<file path="config.mk">
export PLATFORM = sky130hd
export DESIGN_NAME = tone_play_sched
export DESIGN_NICKNAME = d
export VERILOG_FILES = /design/src/rtl/tone_pkg.sv /design/src/rtl/tone_song_rom.sv /design/src/rtl/tone_play_sched.sv
export SDC_FILE = /design/constraint.sdc
export NUM_CORES = 1
export LEC_CHECK = 0
export CAP_MARGIN = 20
export CORE_MARGIN = 5
export CORE_UTILIZATION = 45
export DETAILED_ROUTE_END_ITERATION = 7
export PLACE_DENSITY = 0.76
export SLEW_MARGIN = 20
export SYNTH_ARGS = -nofsm -noshare
export SYNTH_HDL_FRONTEND = slang
export SYNTH_SLANG_ARGS = --single-unit
</file>
<file path="constraint.sdc">
create_clock -name clk_in -period 4.5 [get_ports clk_in]
set_input_delay 0.9 -clock clk_in [delete_from_list [all_inputs] [get_ports clk_in]]
set_output_delay 0.9 -clock clk_in [all_outputs]
set_load 0.01 [all_outputs]
</file>
<file path="src/rtl/tone_pkg.sv">
// Shared types and constants for the tone player: FSM state encoding,
// note codes, the per-note half-period table and the song ROM geometry.
package tone_pkg;

   // Encoding is visible on the mode output, so values are fixed.
   typedef enum logic [1:0] {
      StIdle   = 2'd0,
      StManual = 2'd1,
      StPlay   = 2'd2,
      StGap    = 2'd3
   } state_e;

   localparam int unsigned SONG_LEN = 32;
   localparam int unsigned SONG_AW  = 5;

   // Note codes: 0 is rest, 1-7 low octave C..B, 8-14 middle octave C..B.
   localparam logic [3:0] NOTE_REST  = 4'd0;
   localparam logic [3:0] NOTE_LOW_C = 4'd1;
   localparam logic [3:0] NOTE_LOW_D = 4'd2;
   localparam logic [3:0] NOTE_LOW_E = 4'd3;
   localparam logic [3:0] NOTE_LOW_F = 4'd4;
   localparam logic [3:0] NOTE_LOW_G = 4'd5;
   localparam logic [3:0] NOTE_LOW_A = 4'd6;
   localparam logic [3:0] NOTE_LOW_B = 4'd7;
   localparam logic [3:0] NOTE_MID_C = 4'd8;
   localparam logic [3:0] NOTE_MID_D = 4'd9;
   localparam logic [3:0] NOTE_MID_E = 4'd10;
   localparam logic [3:0] NOTE_MID_F = 4'd11;
   localparam logic [3:0] NOTE_MID_G = 4'd12;
   localparam logic [3:0] NOTE_MID_A = 4'd13;
   localparam logic [3:0] NOTE_MID_B = 4'd14;

   // Half-period counts at 50 MHz: round(25e6 / f_note), indexed by note code.
   localparam logic [16:0] DIV_HALF_TAB [15] = '{
      17'd0,
      17'd95556, 17'd85132, 17'd75843, 17'd71586, 17'd63776, 17'd56818, 17'd50620,
      17'd47778, 17'd42566, 17'd37922, 17'd35793, 17'd31888, 17'd28409, 17'd25310
   };

   // Table lookup; codes outside the table map to silence.
   function automatic logic [16:0] div_half_of(input logic [3:0] code);
      logic [16:0] val;
      val = '0;
      if (code <= NOTE_MID_B) val = DIV_HALF_TAB[code];
      return val;
   endfunction

endpackage

</file>
<file path="src/rtl/tone_song_rom.sv">
// Song storage: 32 entries of {note[3:0], dur[1:0]}; dur 0 marks the end.
module tone_song_rom
   import tone_pkg::*;
(
   input  logic [SONG_AW-1:0] addr,
   output logic [5:0]         entry
);

   // Combinational lookup; unused slots hold end markers.
   always_comb begin
      entry = {NOTE_REST, 2'd0};
      unique case (addr)
         5'd0:    entry = {NOTE_LOW_C, 2'd2};
         5'd1:    entry = {NOTE_LOW_C, 2'd1};
         5'd2:    entry = {NOTE_LOW_G, 2'd1};
         5'd3:    entry = {NOTE_LOW_G, 2'd1};
         5'd4:    entry = {NOTE_LOW_A, 2'd1};
         5'd5:    entry = {NOTE_LOW_A, 2'd1};
         5'd6:    entry = {NOTE_LOW_G, 2'd2};
         5'd7:    entry = {NOTE_REST,  2'd1};
         5'd8:    entry = {NOTE_LOW_F, 2'd1};
         5'd9:    entry = {NOTE_LOW_F, 2'd1};
         5'd10:   entry = {NOTE_LOW_E, 2'd1};
         5'd11:   entry = {NOTE_LOW_E, 2'd1};
         5'd12:   entry = {NOTE_LOW_D, 2'd1};
         5'd13:   entry = {NOTE_LOW_D, 2'd1};
         5'd14:   entry = {NOTE_MID_C, 2'd3};
         default: entry = {NOTE_REST,  2'd0};
      endcase
   end

endmodule

</file>
<file path="src/rtl/tone_play_sched.sv">
// Tone scheduler: manual keys take priority over an auto-played song.
// Everything downstream sees registered outputs derived from next state.
module tone_play_sched
   import tone_pkg::*;
#(
   parameter int unsigned BEAT_DIV = 12_500_000,
   parameter int unsigned GAP_DIV  = 1_250_000
) (
   input  logic               clk_in,
   input  logic               rst,
   input  logic               auto,
   input  logic [13:0]        Key,
   output logic [3:0]         tone_code,
   output logic               tone_en,
   output logic [16:0]        div_half,
   output logic [6:0]         low,
   output logic [6:0]         middle,
   output logic [1:0]         mode,
   output logic [SONG_AW-1:0] song_pos,
   output logic               song_done
);

   localparam int unsigned BW = $clog2(3 * BEAT_DIV);
   localparam int unsigned GW = (GAP_DIV > 1) ? $clog2(GAP_DIV) : 1;

   logic              auto_m, auto_s;
   logic [13:0]       key_m, key_s;
   state_e            state_q, state_d;
   logic [SONG_AW-1:0] pos_q, pos_d;
   logic [BW-1:0]     beat_q, beat_d, beat_last;
   logic [GW-1:0]     gap_q, gap_d, gap_last;
   logic [1:0]        dur_q;
   logic              resume_gap_q, resume_gap_d;
   logic [3:0]        code_d, key_idx;
   logic              en_d, done_d, key_any;
   logic [6:0]        low_d, mid_d;
   logic [5:0]        nxt_entry;

   // The ROM is addressed with the next position so the note registers with
   // its state; dur_q therefore always holds the duration of entry pos_q.
   tone_song_rom u_song_rom (
      .addr  (pos_d),
      .entry (nxt_entry)
   );

   // Two-flop synchronisers for the asynchronous auto and key inputs.
   always_ff @(posedge clk_in or negedge rst) begin
      if (!rst) begin
         auto_m <= 1'b0;
         auto_s <= 1'b0;
         key_m  <= '0;
         key_s  <= '0;
      end else begin
         auto_m <= auto;
         auto_s <= auto_m;
         key_m  <= Key;
         key_s  <= key_m;
      end
   end

   // Lowest pressed key wins.
   always_comb begin
      key_idx = 4'd0;
      for (int i = 13; i >= 0; i--) begin
         if (key_s[i]) key_idx = 4'(i);
      end
   end

   assign key_any   = |key_s;
   assign beat_last = BW'(32'(dur_q) * BEAT_DIV - 1);
   assign gap_last  = GW'(GAP_DIV - 1);

   // Next-state: keys preempt with all song counters frozen.
   always_comb begin
      state_d      = state_q;
      pos_d        = pos_q;
      beat_d       = beat_q;
      gap_d        = gap_q;
      resume_gap_d = resume_gap_q;
      done_d       = 1'b0;
      if (key_any) begin
         state_d = StManual;
         if (state_q != StManual) resume_gap_d = (state_q == StGap);
      end else begin
         unique case (state_q)
            StIdle: begin
               if (auto_s) begin
                  state_d = StPlay;
                  pos_d   = '0;
                  beat_d  = '0;
                  gap_d   = '0;
               end
            end
            StManual: begin
               if (auto_s) begin
                  state_d = resume_gap_q ? StGap : StPlay;
               end else begin
                  state_d = StIdle;
                  pos_d   = '0;
                  beat_d  = '0;
                  gap_d   = '0;
               end
            end
            StPlay: begin
               if (!auto_s) begin
                  state_d = StIdle;
                  pos_d   = '0;
                  beat_d  = '0;
                  gap_d   = '0;
               end else if (dur_q == 2'd0) begin
                  // End marker: wrap straight into entry 0 with no gap.
                  pos_d  = '0;
                  beat_d = '0;
                  done_d = 1'b1;
               end else if (beat_q == beat_last) begin
                  state_d = StGap;
                  beat_d  = '0;
                  gap_d   = '0;
               end else begin
                  beat_d = beat_q + 1'b1;
               end
            end
            StGap: begin
               if (!auto_s) begin
                  state_d = StIdle;
                  pos_d   = '0;
                  beat_d  = '0;
                  gap_d   = '0;
               end else if (gap_q == gap_last) begin
                  state_d = StPlay;
                  gap_d   = '0;
                  pos_d   = pos_q + 1'b1;
               end else begin
                  gap_d = gap_q + 1'b1;
               end
            end
            default: state_d = StIdle;
         endcase
      end
   end

   // Output values for the upcoming state, so they register alongside it.
   always_comb begin
      code_d = NOTE_REST;
      en_d   = 1'b0;
      low_d  = '0;
      mid_d  = '0;
      unique case (state_d)
         StManual: begin
            code_d = key_idx + 4'd1;
            en_d   = 1'b1;
         end
         StPlay: begin
            code_d = nxt_entry[5:2];
            en_d   = (code_d != NOTE_REST) && (nxt_entry[1:0] != 2'd0);
         end
         default: ;
      endcase
      if (code_d >= NOTE_LOW_C && code_d <= NOTE_LOW_B) begin
         low_d[3'(code_d - NOTE_LOW_C)] = 1'b1;
      end else if (code_d >= NOTE_MID_C && code_d <= NOTE_MID_B) begin
         mid_d[3'(code_d - NOTE_MID_C)] = 1'b1;
      end
   end

   // State, counters and registered outputs.
   always_ff @(posedge clk_in or negedge rst) begin
      if (!rst) begin
         state_q      <= StIdle;
         pos_q        <= '0;
         beat_q       <= '0;
         gap_q        <= '0;
         dur_q        <= '0;
         resume_gap_q <= 1'b0;
         tone_code    <= '0;
         tone_en      <= 1'b0;
         div_half     <= '0;
         low          <= '0;
         middle       <= '0;
         song_done    <= 1'b0;
      end else begin
         state_q      <= state_d;
         pos_q        <= pos_d;
         beat_q       <= beat_d;
         gap_q        <= gap_d;
         dur_q        <= nxt_entry[1:0];
         resume_gap_q <= resume_gap_d;
         tone_code    <= code_d;
         tone_en      <= en_d;
         div_half     <= div_half_of(code_d);
         low          <= low_d;
         middle       <= mid_d;
         song_done    <= done_d;
      end
   end

   assign mode     = state_q;
   assign song_pos = pos_q;

endmodule

</file>
Word-level counts from Yosys, hierarchy flattened:

Memory sizes are Yosys's and may differ from the RTL's.
Index checks and enable logic that the tools add are counted.

* memories kept: 2
* word-level logic and storage cells: 127
* bits in registers: 124
* bits in read-only memories: 368
* input bits: 17

Memories
* (name not given): words 16, width 17, rd ports 1, clocked after memory_dff 0, write ports 0, RTL line tone_pkg.sv:44 `if (code <= NOTE_MID_B) val = DIV_HALF_TAB[code];`
* (name not given): words 16, width 6, rd ports 1, clocked after memory_dff 0, write ports 0, RTL line tone_song_rom.sv:12 `unique case (addr)`

* bitwise operators: 2
* reductions and logical operators: 14
* multiplexer cells: 63
* $lt $le $gt $ge: 9
* $mul: 1
* eq/ne operators: 13
* add/subtract/negate cells: 7

Operators by type and width (number)
* $mux 21: 7
* $mux 26: 5
* $pmux 21 s4: 1
* $pmux 26 s3: 1
* $mux 4: 14
* $mux 17: 3
* $mux 5: 7
* $add 26x1->26 const B: 1
* $eq 26x26->1: 1
* $sub 26x1->26 const B: 1
* $add 21x1->21 const B: 1
* $eq 21x21->1 const B: 1
* $mul 2x19->21 const B: 1
* $mux 7: 3
* $pmux 5 s4: 1
* $mux 2: 8
* $reduce_or 14->1: 1
* $lt 3x4->1 const B: 2
* $pmux 2 s4: 1
* $pmux 4 s2: 1
* $mux 1: 7
* $demux 1 s3: 2
* $eq 2x2->1 const B: 3
* $ge 3x1->1 const B: 2
* other kinds (24): 34

Depth between registers and ports, before layout:

* depth after elaboration: 23
* depth in mapped cells: 20
* mapped depth without buffers: 19

By module:

From an unflattened synthesis, not the netlist that was laid out.

* cell total of the unflattened synthesis: 650
* area total of the unflattened synthesis: 6329.8 um^2

By module, submodules not included
* tone_play_sched: cells each 628, area an instance 6153.4 um^2, instances 1
* tone_song_rom: cells each 22, area an instance 176.4 um^2, instances 1

Worst setup path after synthesis:

OpenSTA, ideal clock, no wires.

* path type: flip-flop to flip-flop
* start point: register key_s[9]
* end point: register div_half[2]
* setup slack: 0.178 ns
* data arrival time: 4.223 ns
* required time: 4.401 ns
* clock period less this slack: 4.322 ns
* path buffers: 1
* cell stages (with the launch flop): 18
* cell sequence: dfrtp_1 or4_4 or4_1 buf_4 nor4_4 nor2_1 a21oi_2 ha_1 and2_1 a222oi_1 nand3_1 o22a_1 inv_1 ha_1 inv_1 nand2_1 a21oi_1 a311oi_1

* word-level cells in the longest chain between the ends: 17
* elaborated cells on any way between the ends: 25

RTL lines
* from (decl): RTL line tone_play_sched.sv:27 `logic [13:0] key_m, key_s;`
* from (signal assigned): RTL line tone_play_sched.sv:57 `key_s <= key_m;`
* $mux 4 (10 in series): RTL line tone_play_sched.sv:65 `if (key_s[i]) key_idx = 4'(i);`
* $add 4x1->4: RTL line tone_play_sched.sv:150 `code_d = key_idx + 4'd1;`
* $pmux 4 s2 (*): RTL line tone_play_sched.sv:148 `unique case (state_d)`
* via code_d[1]: RTL line tone_play_sched.sv:34 `logic [3:0] code_d, key_idx;`
* $not 4->5 (implied by the code): RTL line tone_pkg.sv:44
* $mem_v2 16x17
* $mux 17 (implied by the code) (2 in series): RTL line tone_pkg.sv:44
* $mux 17 (*): RTL line tone_pkg.sv:44
* to (signal assigned): RTL line tone_play_sched.sv:190 `div_half <= div_half_of(code_d);`
* to (decl): RTL line tone_play_sched.sv:15 `output logic [16:0] div_half,`

Mark *: on every way through the listed nets, which the timed path passes. The rest lies on a longest branch. The select of a mux whose other input is x is not followed.
A chain may end at the register's enable or synchronous reset.

Worst setup path in the final report:

* start point: register key_s[0]
* end point: register div_half[2]

* word-level cells in the longest chain between the ends: 10
* elaborated cells on any way between the ends: 16

RTL lines
* $reduce_or 14->1: RTL line tone_play_sched.sv:69 `assign key_any = |key_s;`
* $mux 5: RTL line tone_play_sched.sv:81 `if (key_any) begin`
* $mem_v2 16x6
* $mux 6: RTL line tone_song_rom.sv:12
* $pmux 4 s2 (*): RTL line tone_play_sched.sv:148
* via code_d[1]: RTL line tone_play_sched.sv:34
* $not 4->5 (implied by the code): RTL line tone_pkg.sv:44
* $mem_v2 16x17
* $mux 17 (implied by the code) (2 in series): RTL line tone_pkg.sv:44
* $mux 17 (*): RTL line tone_pkg.sv:44

Marked as above.

==> results.tsv <==
stage	metric	value	unit
clock_tree	number of buffers between clock root and the deepest sink	2	
logic_synthesis	number of enable flip-flop cells after synthesis	0	
logic_synthesis	Mean Syn Cell Area	9.85	µm²
logic_synthesis	Post-synth ARST share	1.00	
layout	layout cells sized above 1	0.127	
drt	final wirelength	15100	µm
timing	Setup Viol. Count Final	0	
logic_synthesis	Synthesis Warnings	0	
critical_path	Crit path required time	4.81	ns
timing	setup slack after layout	0.197	ns
drt	wire length on met1	6560	µm
die	width of the chip	128	µm
hold_path	type of the tightest min-delay check	flop to flop	
pwr	maximum resistive drop on vdd	0.000303	V
timing	final-report hold violation count	0	
drt	First-pass DRT Iterations	5	
logic_synthesis	synthesized area	0.00628	mm²
layout	post-route design area	0.00782	mm²
clock_tree	master cell of the clock root buffer	clkbuf_16	
drt	post-detailed-route via-to-cell ratio	5.71	
timing	maximum clock skew at final layout	0.00626	ns
layout	Core Util, Final	0.567	
global_routing	number of global-route vias before repair	5379	
timing	relative max-transition margin	0.439	
critical_path	origin of the critical flop-to-flop path	key_s[0]$_DFF_PN0_	
critical_path	start-to-end type of the worst setup path	flop to flop	
place	Post-DP HPWL	10700	µm
hold_path	hold-critical path endpoint	key_s[0]$_DFF_PN0_	
timing	unrepaired setup endpoints after global routing	no	
layout	FILL cells	1190	
drt	routed wl met2	7540	µm
critical_path	internal reg-to-reg setup slack	0.20	ns
place	count of buffers inserted at the top-level ports	60	
drt	total via count in the routed design	5257	
timing	slew at the pin with the worst max-slew slack	0.841	ns
layout	antenna cell count	0	
layout	Final Net Count	766	
die	Die Area	0.0164	mm²
critical_path	family with the most delay on the worst path	simple AND/OR/NAND/NOR gates	
drt	detail-routed net length per standard cell	16.4	µm
run	max-cap violation count	0	
timing	Pins Over Slew Limit	0	
logic_synthesis	Synthesized Nets	676	
global_routing	pin count of the biggest net entering global routing	56	
die	core area	0.0138	mm²
clock_tree	clock transition at the registers of the reported paths	0.05	ns
logic_synthesis	Cells after Synth	638	
critical_path	Buf+Inv Stages, Crit Path	2	
critical_path	slowest stage cell, crit path	or4_4	
critical_path	type of origin of the critical path	flop	
timing	shortest period the worst path allows	4.30	ns
drt	count of nets left with antenna violations after detail routing	0	
global_routing	GRT overflow	0	
die	initial core utilization	0.456	
place	placer's final routability congestion estimate	0.922	
clock_tree	TritonCTS clock tree	yes	
pwr	total power draw	2.68	mW
logic_synthesis	flip-flop cell with the highest count after synthesis	dfrtp_1	
critical_path	sort of element at the end of the critical path	flop	
critical_path	max incr delay on CP	0.64	ns
clock_tree	clock tree sinks	124	
hold_path	number of cells on the worst hold path	0	
logic_synthesis	Seq cells post-synth	124	
place	worst setup slack after placement	0.0585	ns
pwr	leakage power total	3.41	nW
critical_path	Max Fanout on Critical Path	6	
critical_path	depth of the worst register-to-register path	16	
timing	maximum clock rate	232	MHz
critical_path	Worst Path Arrival	4.61	ns
critical_path	series of cell instances along the critical path	or4_1, or4_4, nor4_4, nor2_1, a21oi_2, ha_1, and2_1, a222oi_1, nand3_1, o22a_2, inv_1, ha_1, inv_1, nand2_1, a21oi_1, a311oi_1	
logic_synthesis	number of library cell types mapped by synthesis	74	
pwr	PD cells	343	mW/mm²
logic_synthesis	share of synthesized area occupied by flip-flops and latches	0.494	
global_routing	first-pass GRT wire length	25800	µm
hold_path	launch instance of the worst min-delay path	key_m[0]$_DFF_PN0_	
drt	final routed DRC violation total	0	
timing	period utilisation layout	0.956	
drt	1st-iter DRT viols	417	
clock_tree	CTS H-tree lvls	4	
die	boundary pin count	61	
place	placed instance area	0.00723	mm²
critical_path	endpoint of the worst-slack reg-to-reg timing path	div_half[2]$_DFF_PN0_	
status	result of the run	complete, no violations	
global_routing	antenna violations before repair	0	
timing	final sum of negative setup slack	0	ns
layout	Area Overhead vs Synth	24.4	%
die	FP Rows	43	
clock_tree	total CTS buffers	17	
clock_tree	clock latency on the worst-skew pair	0.42	ns
drt	top layer reached by signal wires	met4	
drt	met3 wire len	720	µm
die	Die Span Y	128	µm
clock_tree	hold buffer count at CTS	0	
global_routing	total global-route track usage	0.196	
-- cells in the final DEF (no fill, tap or decap), drive strengths merged, types with 18 or more instances in the layout --
master	count
a21oi	25
and3	18
buf	33
clkbuf	19
clkdlybuf4s50	59
dfrtp	124
ha	21
inv	26
nand2	62
nand3	35
nor2	71
nor3	20
o21ai	45
-- report_power, final --
group	internal [mW]	switching [mW]	leakage (nW)	total, mW
clock network	0.806	0.481	0.268	1.29
registers	1.16	0.0175	1.61	1.18
logic	0.107	0.114	1.53	0.222
total	2.07	0.613	3.41	2.68
-- Yosys cell counts, types with 4 or more instances --
| master | instances | area, µm² |
|---|---|---|
| or4_1 | 5 | 37.5 |
| nand4_1 | 10 | 62.6 |
| nor2_1 | 71 | 267 |
| o21ai_0 | 45 | 225 |
| a21oi_1 | 23 | 115 |
| o22ai_1 | 4 | 25.0 |
| nor2b_1 | 5 | 31.3 |
| xnor2_1 | 15 | 131 |
| xor2_1 | 10 | 87.6 |
| o31ai_1 | 15 | 113 |
| ha_1 | 21 | 263 |
| nor3b_1 | 4 | 30.0 |
| a311oi_1 | 4 | 35.0 |
| nand2_1 | 59 | 221 |
| nor4b_1 | 5 | 43.8 |
| nor3_1 | 20 | 100 |
| or3_1 | 4 | 25.0 |
| dfrtp_1 | 124 | 3100 |
| a211oi_1 | 4 | 30.0 |
| nand2b_1 | 6 | 37.5 |
| a21o_1 | 6 | 45.0 |
| nand3_1 | 35 | 175 |
| nand3b_1 | 4 | 30.0 |
| a31oi_1 | 4 | 25.0 |
| and3_1 | 18 | 113 |
| clkbuf_1 | 15 | 56.3 |
| and2_1 | 4 | 25.0 |
| inv_1 | 23 | 86.3 |
-- layout make-up --
type	count	area [µm²]	area share
clock inverter	12	125	0.0160
inverter	27	114	0.0146
clock buffer	19	433	0.0554
tap	180	225	0.0288
timing repair buffer	92	838	0.107
sequential	124	3100	0.397
multi-input combinational	466	2980	0.381
-- repair_timing --
item / in CTS / in global routing
resized for setup: 0 / 5
endpoints found under the hold margin: 0 / 0
setup endpoints to repair: 0 / 20
buffers inserted: 0 / 2
-- metrics by stage --
stage,hold WS [ns],cells
2_1_floorplan,0.331,638
3_3_place_gp,0.333,887
3_5_place_dp,0.335,887
4_1_cts,0.345,918
5_1_grt,0.357,920
6_report,0.343,920
-- state kept, by name, indices dropped and copies added (netlist names) --
register	cells
beat_q	26
gap_q	21
div_half	17
key_m	14
key_s	14
low	7
middle	7
song_pos	5
tone_code	4
dur_q	2
mode	2
auto_m	1
auto_s	1
resume_gap_q	1
song_done	1
tone_en	1
-- how the worst max path moves through the flow --
stage                        from  cells after the start  slack (ns)                      to
5_1_grt        key_s[0]$_DFF_PN0_                     16      0.0002   div_half[2]$_DFF_PN0_
6_report       key_s[0]$_DFF_PN0_                     16        0.20   div_half[2]$_DFF_PN0_
3_3_place_gp   key_s[9]$_DFF_PN0_                     15        0.15   div_half[6]$_DFF_PN0_
2_1_floorplan  key_s[9]$_DFF_PN0_                     17        0.18   div_half[2]$_DFF_PN0_
4_1_cts        key_s[9]$_DFF_PN0_                     13        0.03  div_half[14]$_DFF_PN0_
3_5_place_dp   key_s[9]$_DFF_PN0_                     15        0.06   div_half[6]$_DFF_PN0_
-- metal layers --
layer  up-vias  global-route usage
met3        26              0.0454
li1       2479                   -
met2       160               0.325
met4         0              0.0762
met1      2592               0.248
met5         -                   0
-- cells by family (layout without fill, tap and decap cells) --
group | Yosys count | count (layout) | share of synthesized area
multiplexers | 4 | 4 | 0.00657
XOR/XNOR | 25 | 25 | 0.0348
buffers and inverters | 48 | 150 | 0.0340
AO/OA/AOI/OAI | 141 | 141 | 0.153
flip-flops | 124 | 124 | 0.494
adder cells (fa/ha/maj) | 21 | 21 | 0.0418
AND/OR/NAND/NOR | 275 | 275 | 0.236
(Power assumes the default switching activity.)
